==> config.mk <==
export PLATFORM = sky130hd
export DESIGN_NAME = fwd_reg_slice_flat
export DESIGN_NICKNAME = d
export VERILOG_FILES = /design/src/rtl/fwd_reg_slice_if.sv /design/src/rtl/fwd_reg_slice.sv /design/src/flat_wrapper.sv
export SDC_FILE = /design/constraint.sdc
export NUM_CORES = 1
export LEC_CHECK = 0
export BUFFER_PORTS_ARGS = -buffer_cell sky130_fd_sc_hd__buf_2
export CORE_MARGIN = 8
export CORE_UTILIZATION = 44
export DETAILED_ROUTE_END_ITERATION = 7
export GPL_TIMING_DRIVEN = 1
export PLACE_DENSITY = 0.78
export SLEW_MARGIN = 30
export SYNTH_ARGS = -nofsm -noshare
export SYNTH_HDL_FRONTEND = slang
export SYNTH_SLANG_ARGS = --single-unit
==> constraint.sdc <==
create_clock -name clk -period 1.4 [get_ports clk]
set_clock_uncertainty 0.2 [all_clocks]
set_input_delay 0 -clock clk [delete_from_list [all_inputs] [get_ports clk]]
set_output_delay 0 -clock clk [all_outputs]
set_load 0.03 [all_outputs]
==> src/rtl/fwd_reg_slice_if.sv <==
// ---------------------------------------------------------------------------
// fwd_reg_slice_if
//   One valid/ready channel that carries a W-bit payload.
//
//   Handshake rule: a beat transfers on a rising clock edge when valid and
//   ready are both 1. While valid is 1 and ready is 0, the master keeps
//   valid and payload stable. The fwd_reg_slice input side does not rely
//   on this: its producer may withdraw valid without a transfer.
//
//   Signals
//     valid    master -> slave  a beat is present on payload
//     payload  master -> slave  W-bit data
//     ready    slave  -> master the slave accepts the beat this cycle
//
//   Modports
//     master   drives valid and payload, samples ready
//     slave    samples valid and payload, drives ready
// ---------------------------------------------------------------------------
interface fwd_reg_slice_if #(
  parameter int W = 32
);
  logic         valid;
  logic [W-1:0] payload;
  logic         ready;

  modport master (output valid, output payload, input ready);
  modport slave  (input valid, input payload, output ready);
endinterface

==> src/rtl/fwd_reg_slice.sv <==
// ---------------------------------------------------------------------------
// dff
//   A bank of W D flip-flops. The load enable and the asynchronous
//   active-low reset can each be included or left out.
//     EN=1   q loads d on a rising edge only when en=1
//     EN=0   q loads d on every rising edge, and en is ignored
//     RST=1  rst_n low forces q to RST_V at once
//     RST=0  the bank has no reset, and rst_n is ignored
//   Ports: clk, rst_n, en, d[W], q[W]
// ---------------------------------------------------------------------------
module dff #(
  parameter int           W     = 1,
  parameter bit           RST   = 1'b1,
  parameter bit           EN    = 1'b1,
  parameter logic [W-1:0] RST_V = '0
) (
  input  logic         clk,
  input  logic         rst_n,
  input  logic         en,
  input  logic [W-1:0] d,
  output logic [W-1:0] q
);
  logic load;
  assign load = en | ~EN;

  if (RST) begin : g_rst
    always_ff @(posedge clk or negedge rst_n) begin
      if (!rst_n)    q <= RST_V;
      else if (load) q <= d;
    end
  end else begin : g_no_rst
    // This bank has no reset, so rst_n has no load here.
    logic unused_rst_n;
    assign unused_rst_n = rst_n;

    always_ff @(posedge clk) begin
      if (load) q <= d;
    end
  end
endmodule

// ---------------------------------------------------------------------------
// fwd_reg_slice
//   A single-entry pipeline slice with a registered forward path. It breaks
//   the valid and payload timing path between a producer and a consumer.
//   output_valid and output_payload come straight from flops. The only
//   combinational path is input_ready = ~valid_q | output_ready.
//
//   Ports
//     clk     rising-edge clock
//     rst_n   asynchronous active-low reset
//     in_if   slave side: input_valid, input_payload, input_ready
//     out_if  master side: output_valid, output_payload, output_ready
//
//   Parameters
//     W      payload width
//     RST    1: payload register resets to RST_V; 0: payload has no reset
//     RST_V  payload reset value
// ---------------------------------------------------------------------------
module fwd_reg_slice #(
  parameter int           W     = 32,
  parameter bit           RST   = 1'b1,
  parameter logic [W-1:0] RST_V = '0
) (
  input  logic              clk,
  input  logic              rst_n,
  fwd_reg_slice_if.slave    in_if,
  fwd_reg_slice_if.master   out_if
);
  logic         valid_q, valid_d;
  logic [W-1:0] data_q, data_d;
  logic         data_en;
  logic         in_fire, out_fire;

  // The slice can accept a beat when it is empty, or when it is full and
  // the held beat leaves on the same edge.
  assign in_if.ready = ~valid_q | out_if.ready;

  always_comb begin
    in_fire  = in_if.valid & in_if.ready;
    out_fire = valid_q & out_if.ready;
    valid_d  = valid_q;
    data_d   = in_if.payload;
    data_en  = in_fire;
    // A push wins over a pop. When the slice is full and draining, the new
    // beat replaces the old one and valid stays high.
    if (in_fire)       valid_d = 1'b1;
    else if (out_fire) valid_d = 1'b0;
  end

  // The valid flop is always reset and loads on every edge.
  dff #(.W(1), .RST(1'b1), .EN(1'b0), .RST_V(1'b0)) u_valid_dff (
    .clk   (clk),
    .rst_n (rst_n),
    .en    (1'b1),
    .d     (valid_d),
    .q     (valid_q)
  );

  // The payload changes only on an accepted beat. After a pop it keeps its
  // last value, and nothing clears it.
  dff #(.W(W), .RST(RST), .EN(1'b1), .RST_V(RST_V)) u_data_dff (
    .clk   (clk),
    .rst_n (rst_n),
    .en    (data_en),
    .d     (data_d),
    .q     (data_q)
  );

  assign out_if.valid   = valid_q;
  assign out_if.payload = data_q;
endmodule

==> src/flat_wrapper.sv <==
// flat-port wrapper written by rule: the top's interface ports become plain ports
module fwd_reg_slice_flat 
#(
  parameter int           W     = 32,
  parameter bit           RST   = 1'b1,
  parameter logic [W-1:0] RST_V = '0
)
  (clk, rst_n, in_if_valid, in_if_payload, in_if_ready, out_if_valid, out_if_payload, out_if_ready);
  fwd_reg_slice_if #(.W(W)) in_if_i ();
  fwd_reg_slice_if #(.W(W)) out_if_i ();
  input  logic clk;
  input  logic rst_n;
  input wire logic [$bits(in_if_i.valid)-1:0] in_if_valid;
  input wire logic [$bits(in_if_i.payload)-1:0] in_if_payload;
  output wire logic [$bits(in_if_i.ready)-1:0] in_if_ready;
  output wire logic [$bits(out_if_i.valid)-1:0] out_if_valid;
  output wire logic [$bits(out_if_i.payload)-1:0] out_if_payload;
  input wire logic [$bits(out_if_i.ready)-1:0] out_if_ready;
  assign in_if_i.valid = in_if_valid;
  assign in_if_i.payload = in_if_payload;
  assign in_if_ready = in_if_i.ready;
  assign out_if_valid = out_if_i.valid;
  assign out_if_payload = out_if_i.payload;
  assign out_if_i.ready = out_if_ready;
  fwd_reg_slice #(.W(W), .RST(RST), .RST_V(RST_V)) u_core (.clk(clk), .rst_n(rst_n), .in_if(in_if_i), .out_if(out_if_i));
endmodule
==> impl_metrics.py, run 1 <==
metrics = {
    "grt": {
        "grt_max_degree": 34,
        "overflow": 0,
        "track_usage": 0.152,
        "grt_pass1_wl_mm": 5.96,
        "grt_pass1_vias": 1166,
        "antenna_found_initial": 0,
    },
    "placement": {
        "port_buffers": 69,
        "hpwlAfterDp_mm": 2.23,
        "post-place-cells": 182,
        "gp_congestion": 0.688,
    },
    "worst_setup_path": {
        "critPathBufInv": 0,
        "end_kind": "register",
        "cp_slowest_cell": "dfrtp_2",
        "required_ps": 1420,
        "crit_family": "flip-flops",
        "crit_chain": "nand2b_4 -> nand2_8 -> mux2_4",
        "critPathKind": "register to register",
        "crit_path_start_kind": "register",
        "reg2reg_from": "u_core.u_valid_dff.q",
        "crit_start": "u_core.u_valid_dff.q",
        "slowest_delay_ps": 430,
        "arrival_ps": 1410,
        "crit_path_max_fanout": 16,
    },
    "synth": {
        "netlist_area_um2": 1390,
        "yosysTopAreaCellShare": 0.594,
        "postSynth.asyncResetShare": 1.00,
        "synthTopCellsByCount": "dfrtp_1, mux2_4, buf_12",
        "synth.largest_area_cell": "dfrtp_1",
        "synth_fp_nets": 107,
        "yosysMostFrequentCell": "dfrtp_1",
        "yosys_warnings": 0,
        "synth_edf_count": 0,
        "synth-seq-area-share": 0.594,
        "synth_area_leaders": "dfrtp_1, mux2_4, buf_12, mux2_2, nand2b_4",
        "synth_cell_type_count": 7,
        "synth-seq-cells": 33,
        "syn_avg_cell_area_um2": 19.6,
        "synth_ff_type": "dfrtp_1",
        "syn_inst": 71,
    },
    "drt": {
        "dr_wl_met2_mm": 2.01,
        "via_per_inst": 4.44,
        "dr_wl_met3_um": 210,
        "routedWlPerCell_um": 16.2,
        "wirelength_met1_mm": 1.32,
        "via_count": 1000,
        "dr.first_iter.drc_count": 23,
        "drc": 0,
        "dr.max_layer_used": "met4",
        "first_pass_iters": 4,
        "final_antenna_net_count": 0,
        "totalWireLength_mm": 3.64,
    },
    "cells_and_area": {
        "fin_nets": 216,
        "antenna_cells": 0,
        "drive_above_1_share": 0.630,
        "fin_cells": 225,
        "final_util": 0.723,
        "syn_to_final_growth_pct": 57.4,
    },
    "clock_tree": {
        "clk_transition_reported_paths_ps": 110,
        "cts_tree": "done",
        "htreeDepth": 2,
        "ctsLongestPathBuffers": 2,
        "root_buffer": "clkbuf_4",
        "clk-insertion-delay-late_ps": 330,
        "numClockSinks": 33,
        "numCtsBuffers": 5,
    },
    "hold_path": {
        "hold_class": "primary input to register",
        "hp-start": "in_if_valid",
    },
    "floorplanning": {
        "die_h_um": 72.2,
        "ios": 70,
        "die_area_um2": 5220,
        "row_count": 20,
        "core_um2": 3030,
        "chipWidth_um": 72.2,
        "start_util": 0.460,
    },
    "timing": {
        "setup_tns_ps": 0,
        "fin_crit_sh": 0.993,
        "slew_violations": 0,
        "setup_viol": 0,
        "hold_viol": 0,
        "fmax_mhz": 719,
        "tightest_slew_ps": 705,
        "grt_setup_unrepaired": "true",
        "period_needed_ps": 1390,
        "slew_headroom": 0.530,
    },
    "power_and_ir_drop": {
        "cellPowerDensity_nw_per_um2": 1210,
        "p_leak_nw": 1.14,
        "peakVddDrop_v": 0.000819,
    },
    "run_status": {
        "status": "finished clean",
    },
    "job": {
        "maxCapViolations": 0,
    },
}
## worst min-delay path: stages
cell     delay [ps]
buf_2           170
nand2_8         190
mux2_4          180
## power by group
part           internal [mW]  total, mW  switching [mW]
sequential              1.09       1.17          0.0753
combinational          0.399      0.883           0.484
clock                  0.291      0.607           0.316
## cells by family (layout without fill, tap and decap cells)
logic type | Yosys count | in the layout | synth area share
multiplexers | 32 | 32 | 0.340
flip-flops | 33 | 33 | 0.594
AND/OR/NAND/NOR | 3 | 4 | 0.0234
buffers and inverters | 3 | 112 | 0.0432
## placed cells by master (no fill, tap or decap), drive strengths merged
master       netlist  final
nand2b             1      1
dlygate4sd3        0     34
mux2              32     32
dfrtp             33     33
or2b               1      1
clkinv             0      1
buf                3     70
nand2              1      2
clkbuf             0      7
## flip-flops by register name (all words and copies together), names as in the netlist
signal and count:
u_core.u_data_dff.q 32, u_core.u_valid_dff.q 1
## per-layer routing
metal	vias to the layer above	GRT usage
met4	0	0.0884
met3	7	0.0592
li1	467	-
met5	-	0
met2	40	0.262
met1	486	0.151
## worst paths after layout
path,to,slack (ps),cells past startpoint
min in group asynchronous,u_core.u_data_dff.q[16],30,2
worst max register to register,u_core.u_data_dff.q[28],10,3
worst max-delay path,u_core.u_data_dff.q[28],10,3
worst min register to register,u_core.u_data_dff.q[7],320,1
worst min-delay path,u_core.u_data_dff.q[24],20,3
max in group asynchronous,u_core.u_valid_dff.q,470,2
## layout make-up
| class | instances | area (µm²) |
|---|---|---|
| repair buffers | 104 | 703 |
| well taps | 44 | 55.1 |
| multi-input cells | 36 | 534 |
| clock inverters | 1 | 5.00 |
| flip-flops and latches | 33 | 827 |
| fillers | 202 | 838 |
| clock buffers | 7 | 65.1 |
## through the flow
stage	instance area (µm²)	worst slack (ps)	hold slack, ps	power (mW)
final	2190	9.55	20.3	2.66
after detailed placement	1750	-47.7	-102	1.98
after CTS	2170	-35.7	11.9	2.67
after global placement	1750	-8.18	-120	1.96
after floorplan	1400	-98.1	-496	1.74
after global routing	2190	-9.19	10.4	2.79
## what timing repair did
action                     CTS  global route
gates resized for setup      1             3
hold buffers                34             0
hold endpoints to repair    66             0
setup endpoints to repair   32            17
pin swaps                    1             1
setup buffers                0             0
gates cloned                 1             0
No activity file was read; power rests on OpenSTA's default activity.
==> run 2: changes to the inputs <==
--- a/config.mk
+++ b/config.mk
@@ -5,6 +5,7 @@
 export SDC_FILE = /design/constraint.sdc
 export NUM_CORES = 1
 export LEC_CHECK = 0
+export ABC_AREA = 1
 export BUFFER_PORTS_ARGS = -buffer_cell sky130_fd_sc_hd__buf_2
 export CORE_MARGIN = 8
 export CORE_UTILIZATION = 44
==> run 2 against run 1 <==
Compared with the run above: combinational power fell by 9.2%; fmax is 3.8% higher; area after synthesis is 3.9% lower; first-iteration DRC count rose to 2.8 times the previous value; clock power fell by 13%; final area shrank 2.3%; global-route usage rose by 3.1 points; non-clock buffer count up 8; wire length grew 16%; largest cell class unchanged.
==> impl_metrics.py, run 2 <==
metrics = {
    "power_and_ir_drop": {
        "p_leak_nw": 1.20,
        "power_frac_comb": 0.323,
        "power_switching_mw": 0.884,
        "internal-power_mw": 1.60,
        "peakVddDrop_v": 0.000674,
        "p_seq_frac": 0.464,
        "share_clk_of_total_power": 0.213,
        "cellPowerDensity_nw_per_um2": 1160,
        "swShare": 0.356,
    },
    "clock_tree": {
        "cts_tree": "done",
        "clk_transition_reported_paths_ps": 90,
        "root_buffer": "clkbuf_4",
        "clk-insertion-delay-late_ps": 330,
        "numClockSinks": 33,
        "ctsLongestPathBuffers": 2,
        "htreeDepth": 2,
        "numCtsBuffers": 5,
    },
    "grt": {
        "grt_max_degree": 34,
        "antenna_found_initial": 0,
        "grt_pass1_vias": 1532,
        "overflow": 0,
        "track_usage": 0.182,
        "grt_pass1_wl_mm": 7.29,
    },
    "synth": {
        "netlist_area_um2": 1340,
        "synth_edf_count": 0,
        "postSynth.asyncResetShare": 1.00,
        "yosys_warnings": 0,
        "yosysMostFrequentCell": "nand2_1",
        "synth-seq-area-share": 0.617,
        "syn_avg_cell_area_um2": 9.35,
        "syn_inst": 143,
        "synth_fp_nets": 179,
        "synth.largest_area_cell": "dfrtp_1",
        "synth_area_leaders": "dfrtp_1, nand2_1, nand3_1, buf_4, buf_6",
        "synthTopCellsByCount": "nand2_1, dfrtp_1, nand3_1",
        "synth_cell_type_count": 8,
        "yosysTopAreaCellShare": 0.617,
        "synth_ff_type": "dfrtp_1",
        "synth-seq-cells": 33,
    },
    "cells_and_area": {
        "fin_nets": 288,
        "reg_top3": "u_core.u_data_dff.q: 32 flops, u_core.u_valid_dff.q: 1 flops",
        "fillers": 245,
        "layout.cells.most_common": "buf_2",
        "mostFrequentLayoutCells": "buf_2, nand2_1, dlygate4sd3_1",
        "antenna_cells": 0,
        "max_flop_register": "u_core.u_data_dff.q",
        "final_util": 0.718,
        "syn_to_final_growth_pct": 59.9,
        "largest_reg_flops": 32,
        "drive_above_1_share": 0.333,
    },
    "floorplanning": {
        "die_h_um": 71.1,
        "die_area_um2": 5060,
        "ios": 70,
        "row_count": 20,
        "core_um2": 2980,
        "start_util": 0.449,
        "chipWidth_um": 71.1,
    },
    "drt": {
        "dr.first_iter.drc_count": 65,
        "via_per_inst": 4.84,
        "via_count": 1379,
        "totalWireLength_mm": 4.21,
        "routedWlPerCell_um": 14.8,
        "drc": 0,
        "final_antenna_net_count": 0,
        "first_pass_iters": 4,
    },
    "worst_setup_path": {
        "end_kind": "primary output",
        "required_ps": 1200,
        "crit_path_start_kind": "register",
        "critPathKind": "register to primary output",
        "crit_path_max_fanout": 12,
        "arrival_ps": 1140,
    },
    "placement": {
        "gp_congestion": 0.795,
        "hpwlAfterDp_mm": 2.55,
        "port_buffers": 69,
    },
    "run_status": {
        "status": "finished clean",
    },
    "timing": {
        "slew_violations": 0,
        "fin_crit_sh": 0.957,
        "hold_viol": 0,
        "setup_tns_ps": 0,
        "tightest_slew_ps": 409,
        "fmax_mhz": 747,
        "period_needed_ps": 1340,
        "setup_viol": 0,
        "slew_headroom": 0.727,
        "grt_setup_unrepaired": "false",
        "whs_ps": 218,
    },
    "job": {
        "maxCapViolations": 0,
    },
    "hold_path": {
        "hold_class": "primary input to register",
    },
}
run 2: cell count changes after synthesis, moves of 2 or more:
cell	delta
mux2_2	-2
buf_4	+5
buf_12	-3
mux2_4	-30
buf_2	+2
nand3_1	+32
nand2_1	+65
buf_6	+3
run 2: worst paths after layout:
kind                                        start                      end  slack (ps)  cells after the start
max                          u_core.u_valid_dff.q              in_if_ready          60                      3
max reg2reg                  u_core.u_valid_dff.q   u_core.u_data_dff.q[9]         120                      5
min                             in_if_payload[21]  u_core.u_data_dff.q[21]         220                      4
min in group asynchronous                   rst_n  u_core.u_data_dff.q[21]         470                      3
max in group asynchronous                   rst_n   u_core.u_data_dff.q[1]         100                      4
min reg2reg                u_core.u_data_dff.q[5]   u_core.u_data_dff.q[5]         270                      2
run 2: per-stage QoR:
stage          cell area, µm²  power (mW)  instances  setup WS, ps
6_report                 2140        2.48        285          60.9
2_1_floorplan            1340        1.63        143           107
3_3_place_gp             1690        1.86        239           153
5_1_grt                  2140        2.63        285         0.837
3_5_place_dp             1690        1.88        239           105
4_1_cts                  2130        2.49        285          55.8
run 2: kinds of logic after synthesis:
logic type    Yosys count  synth area share
simple gates           99             0.319
buf+inv                11            0.0636
flops                  33             0.617
run 2: critical path: stages, from the launching register on:
cell,delay (ps)
dfrtp_1,420
nand2_4,80
buf_6,140
buf_4,170
run 2: power by group through the flow:
stage	Clock, mW	Sequential [mW]	Combinational (mW)
final	0.529	1.15	0.802
after CTS	0.543	1.15	0.797
after global placement	0	1.17	0.696
after floorplan	0	1.43	0.194
after global routing	0.586	1.17	0.870
after detailed placement	0	1.17	0.707
run 2: layout make-up:
type / instances / area [µm²] / area share
Tap cell: 33 / 41.3 / 0.0193
Sequential cell: 33 / 826 / 0.386
Inverter: 1 / 3.75 / 0.00176
Clock buffer: 7 / 55.1 / 0.0257
Multi-Input combinational cell: 99 / 435 / 0.204
Timing Repair Buffer: 112 / 777 / 0.363
run 2: layer usage:
| layer | routed length (µm) | up-vias | track usage | share of wire |
|---|---|---|---|---|
| met2 | 2100 | 66 | 0.316 | 0.50 |
| met5 | 0 | - | 0 | 0 |
| met1 | 1690 | 633 | 0.190 | 0.40 |
| met3 | 344 | 8 | 0.0791 | 0.082 |
| met4 | 70 | 0 | 0.0693 | 0.017 |
| li1 | - | 672 | - | - |
run 2: timing repair:
action	in CTS	in global routing
resized for setup	2	1
setup endpoints to repair	1	8
buffers inserted	3	0
pin swaps	1	0
endpoints found under the hold margin	66	0
hold buffers	36	0
==> run 3: changes to the inputs <==
--- a/config.mk
+++ b/config.mk
@@ -12,6 +12,8 @@
 export DETAILED_ROUTE_END_ITERATION = 7
 export GPL_TIMING_DRIVEN = 1
 export PLACE_DENSITY = 0.78
+export REMOVE_ABC_BUFFERS = 1
+export SETUP_SLACK_MARGIN = 0.2
 export SLEW_MARGIN = 30
 export SYNTH_ARGS = -nofsm -noshare
 export SYNTH_HDL_FRONTEND = slang
==> run 3 against run 2 <==
Compared with the run above: critical path type unchanged; flip-flop and latch count is the same; first-iteration DRC count stayed put; wire length grew 7.2%; setup slack better by 49 ps; largest cell class unchanged; highest routed layer unchanged; largest power group unchanged.
==> impl_metrics.py, run 3 (synthesis gave the netlist of run 2 again) <==
metrics = {
    "run_status": {
        "status": "finished clean",
    },
    "timing": {
        "fin_crit_sh": 0.921,
        "slew_headroom": 0.520,
        "whs_ps": 3.46,
        "setup_slack_ps": 110,
        "period_needed_ps": 1290,
        "tightest_slew_ps": 720,
        "slew_violations": 0,
        "setup_tns_ps": 0,
        "grt_setup_unrepaired": "true",
        "setup_viol": 0,
        "hold_viol": 0,
        "fmax_mhz": 775,
    },
    "clock_tree": {
        "htreeDepth": 2,
        "root_buffer": "clkbuf_4",
        "numClockSinks": 33,
        "numCtsBuffers": 5,
        "clk_transition_reported_paths_ps": 110,
        "clk-insertion-delay-late_ps": 330,
        "ctsLongestPathBuffers": 2,
        "cts_tree": "done",
    },
    "placement": {
        "hpwlAfterDp_mm": 2.43,
        "place_ws_ps": 84.9,
        "port_buffers": 69,
        "post-place-cells": 237,
        "gp_congestion": 0.750,
    },
    "grt": {
        "grt_max_degree": 34,
        "antenna_found_initial": 0,
        "grt_pass1_vias": 1549,
        "overflow": 0,
        "grt_pass1_wl_mm": 7.29,
        "track_usage": 0.181,
    },
    "worst_setup_path": {
        "critPathKind": "register to primary output",
        "crit_path_max_fanout": 5,
        "required_ps": 1200,
        "crit_path_start_kind": "register",
        "reg2reg_from": "u_core.u_valid_dff.q",
        "crit_start": "u_core.u_valid_dff.q",
        "arrival_ps": 1090,
        "end_kind": "primary output",
    },
    "floorplanning": {
        "start_util": 0.449,
        "row_count": 20,
        "ios": 70,
        "die_h_um": 71.1,
        "die_area_um2": 5060,
        "chipWidth_um": 71.1,
        "core_um2": 2980,
    },
    "cells_and_area": {
        "reg_top3": "u_core.u_data_dff.q: 32 flops, u_core.u_valid_dff.q: 1 flops",
        "antenna_cells": 0,
        "fillers": 212,
        "fin_cells": 289,
        "drive_above_1_share": 0.363,
        "syn_to_final_growth_pct": 67.3,
        "mostFrequentLayoutCells": "buf_2, nand2_1, dlygate4sd3_1, dfrtp_1, nand3_1",
        "largest_reg_flops": 32,
        "fin_nets": 291,
        "layout.cells.most_common": "buf_2",
        "max_flop_register": "u_core.u_data_dff.q",
    },
    "drt": {
        "routedWlPerCell_um": 15.6,
        "totalWireLength_mm": 4.51,
        "drc": 0,
        "via_count": 1422,
        "dr.first_iter.drc_count": 65,
        "final_antenna_net_count": 0,
        "via_per_inst": 4.92,
        "first_pass_iters": 4,
    },
    "power_and_ir_drop": {
        "swShare": 0.345,
        "share_clk_of_total_power": 0.276,
        "power_switching_mw": 0.959,
        "p_total_mw": 2.78,
        "peakVddDrop_v": 0.000851,
        "p_leak_nw": 1.25,
        "cellPowerDensity_nw_per_um2": 1240,
        "power_frac_comb": 0.309,
        "p_seq_frac": 0.415,
        "internal-power_mw": 1.82,
    },
    "job": {
        "maxCapViolations": 0,
    },
    "hold_path": {
        "hp-start": "in_if_valid",
        "hold_class": "primary input to register",
    },
}
-- run 3: cell count changes in the layout (fill, tap and decap cells not counted), sizes merged --
cell / before / now
bufinv: 0 / 1
buf: 76 / 80
nand2: 67 / 69
clkinvlp: 0 / 1
dlygate4sd3: 36 / 33
clkbuf: 7 / 6
-- run 3: stage by stage --
stage / area (µm²) / utilization
6_report: 2240 / 0.751
5_1_grt: 2240 / 0.751
4_1_cts: 2200 / 0.740
3_5_place_dp: 1670 / 0.561
3_3_place_gp: 1670 / 0.561
2_1_floorplan: 1260 / -
-- run 3: layout make-up --
cell class,count,area (µm²),share of cell area
well taps,33,41.3,0.0185
clock buffers,6,51.3,0.0229
repair buffers,113,808,0.361
multi-input cells,101,469,0.210
inverters,1,3.75,0.00168
flip-flops and latches,33,826,0.369
clock inverters,2,37.5,0.0168
-- run 3: power groups by stage --
stage	logic [mW]	registers [mW]	clock network, mW
final	0.859	1.15	0.765
after global routing	0.919	1.17	0.811
after CTS	0.832	1.15	0.778
after detailed placement	0.702	1.17	0
after global placement	0.691	1.17	0
after floorplan	0.153	1.43	0
-- run 3: worst max-delay path: stages, from the launching register on --
cell,delay [ps]
dfrtp_1,410
nand2_4,120
buf_12,120
buf_8,110
-- run 3: worst paths after layout --
check	to	slack, ps	cells past startpoint
max in group asynchronous	u_core.u_data_dff.q[3]	470	2
setup reg to reg	u_core.u_data_dff.q[21]	120	5
hold / removal	u_core.u_data_dff.q[12]	3	3
min in group asynchronous	u_core.u_data_dff.q[29]	60	2
hold reg to reg	u_core.u_data_dff.q[3]	280	2
setup / recovery	in_if_ready	110	3
-- run 3: what timing repair did --
action | CTS | global route
endpoints found under the hold margin | 65 | 0
buffers inserted | 6 | 2
setup endpoints to repair | 34 | 35
hold buffers | 33 | 0
pin swaps | 2 | 1
gates cloned | 2 | 1
gates resized for setup | 7 | 2
-- run 3: layer usage --
layer / vias to the layer above / wire [µm] / share of wire / global-route usage
met1: 654 / 1760 / 0.39 / 0.190
met5: - / 0 / 0 / 0
li1: 678 / - / - / -
met3: 15 / 318 / 0.071 / 0.0607
met4: 0 / 151 / 0.034 / 0.0970
met2: 75 / 2280 / 0.50 / 0.312
